--- config.mk ---
export PLATFORM = sky130hd
export DESIGN_NAME = inst_trace_buf
export DESIGN_NICKNAME = d
export VERILOG_FILES = /design/src/rtl/inst_trace_buf.sv
export SDC_FILE = /design/constraint.sdc
export NUM_CORES = 2
export LEC_CHECK = 0
export ABC_CLOCK_PERIOD_IN_PS = 7180
export CAP_MARGIN = 20
export CORE_MARGIN = 4
export CORE_UTILIZATION = 60
export CTS_BUF_LIST = sky130_fd_sc_hd__clkbuf_16
export DETAILED_ROUTE_END_ITERATION = 16
export HOLD_SLACK_MARGIN = 0.12
export PLACE_DENSITY = 0.78
export RECOVER_POWER = 50
export SYNTH_ARGS = -nofsm -noshare
export SYNTH_HDL_FRONTEND = slang
export SYNTH_SLANG_ARGS = --single-unit
--- constraint.sdc ---
create_clock -name clk -period 7.18 [get_ports clk]
set_clock_uncertainty 0.05 [all_clocks]
set_input_delay 1.436 -clock clk [delete_from_list [all_inputs] [get_ports clk]]
set_output_delay 1.436 -clock clk [all_outputs]
set_load 0.005 [all_outputs]
--- src/rtl/inst_trace_buf.sv ---
// Instruction trace buffer: captures retiring {PC, instruction} pairs from the ID
// stage into a circular FIFO, with optional PC trigger and stop-or-wrap full policy.
module inst_trace_buf #(
  parameter int DEPTH = 64,
  parameter int PCW   = 30,
  parameter int WRAP  = 0
) (
  input  logic                     clk,
  input  logic                     rst_n,
  input  logic                     ic_stall,
  input  logic                     ic_stall_dly,
  input  logic                     stall,
  input  logic                     stall_ld,
  input  logic                     jmp_cond,
  input  logic                     post_jump_cmd_c,
  input  logic [PCW-1:0]           pc_id,
  input  logic [31:0]              inst_id,
  input  logic                     trace_en,
  input  logic                     trig_en,
  input  logic [PCW-1:0]           trig_pc,
  input  logic                     clear,
  input  logic                     rd_ready,
  output logic                     rd_valid,
  output logic [PCW+1:0]           rd_pc,
  output logic [31:0]              rd_inst,
  output logic [$clog2(DEPTH):0]   count,
  output logic                     full,
  output logic                     overflow,
  output logic                     triggered
);

  localparam int AW = $clog2(DEPTH);
  localparam int CW = AW + 1;
  localparam bit WRAP_MODE = (WRAP != 0);

  typedef enum logic [1:0] {IDLE, ARMED, CAPTURE, DONE} state_t;

  state_t          state;
  logic [AW-1:0]   wr_ptr;
  logic [AW-1:0]   rd_ptr;
  logic [PCW+31:0] mem [DEPTH];

  logic retire;
  logic pop;
  logic hit;
  logic wr_en;
  logic drop;
  logic overwrite;
  logic stop;

  assign retire = ~(ic_stall | ic_stall_dly | stall | stall_ld | jmp_cond | post_jump_cmd_c);
  assign rd_valid = (count != '0);
  assign full     = (count == CW'(DEPTH));
  assign pop      = rd_valid & rd_ready;

  // A retire is a capture candidate only while capturing, or on the trigger hit itself.
  assign hit = retire & trace_en &
               ((state == CAPTURE) | ((state == ARMED) & (pc_id == trig_pc)));

  // A full buffer only loses data when nothing is popped on the same edge.
  assign drop      = hit & full & ~pop;
  assign wr_en     = hit & (~full | pop | WRAP_MODE);
  assign overwrite = drop & WRAP_MODE;
  assign stop      = drop & ~WRAP_MODE;

  // NOTE: sequential state uses non-blocking assignments so every flop samples
  // the pre-edge values regardless of statement order.
  always_ff @(posedge clk or negedge rst_n) begin
    if (!rst_n) begin
      state     <= IDLE;
      wr_ptr    <= '0;
      rd_ptr    <= '0;
      count     <= '0;
      overflow  <= 1'b0;
      triggered <= 1'b0;
    end else if (clear) begin
      state     <= IDLE;
      wr_ptr    <= '0;
      rd_ptr    <= '0;
      count     <= '0;
      overflow  <= 1'b0;
      triggered <= 1'b0;
    end else begin
      if (wr_en) wr_ptr <= wr_ptr + AW'(1);
      if (pop || overwrite) rd_ptr <= rd_ptr + AW'(1);

      if (wr_en && !pop && !overwrite) count <= count + CW'(1);
      else if (pop && !wr_en)          count <= count - CW'(1);

      if (drop) overflow <= 1'b1;

      if (!trace_en) begin
        state <= IDLE;
      end else begin
        case (state)
          IDLE:    state <= trig_en ? ARMED : CAPTURE;
          ARMED: begin
            if (hit) begin
              triggered <= 1'b1;
              state     <= stop ? DONE : CAPTURE;
            end
          end
          CAPTURE: if (stop) state <= DONE;
          DONE:    state <= DONE;
          default: state <= IDLE;
        endcase
      end
    end
  end

  // NOTE: the trace array has no reset; count gates visibility, so stale contents
  // are never presented, and leaving it unreset lets it map onto plain RAM.
  always_ff @(posedge clk) begin
    if (wr_en) mem[wr_ptr] <= {pc_id, inst_id};
  end

  assign rd_pc   = {mem[rd_ptr][PCW+31:32], 2'b00};
  assign rd_inst = mem[rd_ptr][31:0];

endmodule

==> flow_metrics.tcl <==
set metrics [dict create \
    routed.top_layer "met5" \
    gp_congestion 0.8298 \
    hold_depth 2 \
    insertion_delay_ns 1.01 \
    syn_to_final_growth_pct 14.21 \
    yosys.area.top_type "edfxtp_1" \
    core_area_um2 251600 \
    holdCritStartpoint "triggered" \
    maxCapViolCount 64 \
    num_rows 184 \
    vdd_drop_max_v 0.0002542 \
    critical_path_class "reg2out" \
    fin_crit_ns 6.646 \
    wl_met1_um 139200 \
    wl_met3_um 61580 \
    postCtsHoldBufs 0 \
    relSlewSlack -1.537 \
    syn_avg_cell_area_um2 25.98 \
    track_usage 0.3373 \
    crit_arrival_ns 5.16 \
    grt_setup_unrepaired "false" \
    status "finished with violations" \
    netlist.area_leader.share 0.7850 \
    syn-cell-area_um2 151800 \
    yosysWarnings 0 \
    worst-r2r-setup-slack_ns 3.08 \
    drive_gt1_frac 0.3279 \
    worst_slew_pin_slew_ns 3.805 \
    cts_setup_buffers 0 \
    wl_per_cell_um 42.99 \
    synth.distinct_cells 43 \
    ctsResizeCount 0 \
    nFillCells 13500 \
    start_util 0.6032 \
    cts_max_level 5 \
    setup_slack_ns 0.5338 \
    fmax_ghz 0.1505 \
    cellInternalPower_mw 41.87 \
    grt_pass1_wl_um 612000 \
    finalSetupViolations 0 \
    yosys-top-cells-area "edfxtp_1, mux4_2, clkbuf_1" \
    cts-root-buf "clkbuf_16" \
    cts.sinks 3991 \
    failed_checks "capacitance limit, slew limit" \
    preCtsSetupSlack_ns 0.9442 \
    seqPwrFrac 0.462 \
    worstSetupStartpointType "flop" \
    drt_iter0_markers 13850 \
    synthCells 5843 \
    clk_pin_slew_ns 0.07 \
    antenna_found_initial 47 \
    vias 74340 \
    die_w_um 511.0 \
    fin_setup_tns_ns 0 \
    power_frac_clock 0.363 \
    p_leak_nw 52.18 \
    wl_um 434400 \
    required_ns 5.69 \
    combPwrFrac 0.175 \
    yosysSeqAreaShare 0.7888 \
    swShare 0.2503 \
    final_core_util 0.6890 \
    cts_tree "yes" \
    die-area_um2 261100 \
    drt_first_pass_iters 6 \
    synth-edff-count 3968 \
    hpwlAfterDp_um 219000 \
    drc 0 \
    worstPathMaxFanout 55 \
    io_pins 179 \
    crit_path_end_kind "output port" \
    r2r_cells 11 \
    timing.rr.end "mem[5][13]" \
    fin_crit_sh 0.9257 \
    grt_max_degree 95 \
    async_flop_share 0.005763 \
    r2r_start "state[0]" \
    synth_flop_cell "edfxtp_1" \
    final_nets 6555 \
    power_density_nw_per_um2 322.1 \
    grt_overflow_total 0 \
    cts_buffer_depth 4 \
    synth-seq-cells 3991 \
    hp-class "reg2reg" \
    finalHoldViolCount 0 \
    numCtsBuffers 388 \
    dr_wl_met2_um 210500 \
    slew_violations 3917 \
    grt_pass1_vias 75800 \
    via_per_inst 7.356 \
    power_switching_mw 13.98 \
    min_to "triggered" \
    io_buffers 176 \
    die_h_um 511.0 \
    drtAntennaViolNets 0 \
]
==> registers in the layout, indices dropped and copies added (netlist names) <==
| signal | count |
|---|---|
| count | 7 |
| mem | 3968 |
| overflow | 1 |
| rd_ptr | 6 |
| state | 2 |
| triggered | 1 |
| wr_ptr | 6 |
==> worst max-delay path, stage by stage, from the launching register on <==
cell,delay [ns]
dfrtp_4,1.01
buf_4,0.85
mux4_2,0.46
mux4_2,0.61
mux4_2,0.63
clkdlybuf4s50_1,0.49
==> how the worst max path moves through the flow <==
stage | startpoint | endpoint | slack, ns | cells past startpoint
6_report | rd_ptr[1] | rd_pc[24] | 0.53 | 5
2_1_floorplan | trig_pc[12] | mem[46][0] | 0.96 | 7
4_1_cts | rd_ptr[0] | rd_pc[18] | 0.51 | 6
5_1_grt | rd_ptr[0] | rd_pc[23] | 0.48 | 6
3_5_place_dp | trig_pc[0] | count[6] | 0.94 | 16
3_3_place_gp | trig_pc[2] | count[6] | 0.36 | 16
==> final cells by class <==
type / instances / area, um^2 / share of cell area
Timing Repair Buffer: 513 / 5776 / 0.03331
Clock inverter: 294 / 2459 / 0.01418
Multi-Input combinational cell: 1543 / 31290 / 0.1805
Sequential cell: 3991 / 119800 / 0.6908
Inverter: 5 / 18.77 / 0.0001083
Antenna cell: 19 / 47.55 / 0.0002743
Clock buffer: 393 / 9834 / 0.05673
Tap cell: 3348 / 4189 / 0.02416
==> layer usage <==
metal / GRT usage / vias up
met3: 0.08882 / 1242
met1: 0.4600 / 39080
met4: 0.1446 / 40
met5: 0 / -
met2: 0.5273 / 7065
li1: - / 26910
==> stage by stage <==
stage,cell area [um^2],power (mW),cells,hold slack [ns]
after floorplan,151800,32.44,5844,0.4359
after global placement,161200,35.55,9391,0.4801
after detailed placement,161300,35.73,9393,0.4818
after CTS,173600,55.92,10080,0.5136
after global routing,173300,57.43,10090,0.5312
final,173400,55.85,10110,0.5038
==> cell usage after synthesis, types with 4 or more instances <==
cell type and count:
a211oi_1 4, a21oi_1 7, buf_1 48, buf_2 77, clkbuf_1 176, dfrtp_1 23
edfxtp_1 3968, ha_1 8, inv_1 5, mux2i_1 5, mux4_2 1302, nand2_1 11
nand3_1 6, nand3b_1 4, nand4_1 13, nor2_1 93, nor2b_1 6, nor3_1 5
nor4_1 4, xnor2_1 36, xor2_1 7
==> cell families after synthesis <==
logic type	count (synthesis)	synth area share
and+or+nand+nor	157	0.004806
muxes	1308	0.1936
adders and majority gates	9	0.0007913
xor gates and xnor gates	43	0.002481
buffers and inverters	310	0.008449
other	1	0.00002470
AOI/OAI and AO/OA	24	0.001113
DFF	3991	0.7888
==> cell usage in the layout, fill, tap and decap left out, drive strengths merged, types with 11 or more instances in the layout <==
| cell | Yosys | layout |
|---|---|---|
| diode | 0 | 19 |
| mux4 | 1302 | 1302 |
| dfrtp | 23 | 23 |
| inv | 5 | 79 |
| buf | 129 | 281 |
| clkinvlp | 0 | 20 |
| xnor2 | 36 | 36 |
| nand2 | 11 | 11 |
| dlygate4sd3 | 0 | 27 |
| bufinv | 0 | 41 |
| clkbuf | 176 | 496 |
| clkdlybuf4s50 | 0 | 102 |
| clkinv | 0 | 159 |
| nand4 | 13 | 13 |
| edfxtp | 3968 | 3968 |
| nor2 | 93 | 93 |
==> power groups by stage <==
| stage | Sequential, mW | Combinational, mW | Clock (mW) |
|---|---|---|---|
| 2_1_floorplan | 26.1 | 6.29 | 0 |
| 3_3_place_gp | 26.2 | 9.32 | 0 |
| 3_5_place_dp | 26.2 | 9.49 | 0 |
| 4_1_cts | 25.7 | 9.83 | 20.3 |
| 5_1_grt | 25.8 | 10.2 | 21.5 |
| 6_report | 25.8 | 9.77 | 20.3 |
No activity file was read; power rests on OpenSTA's default activity.
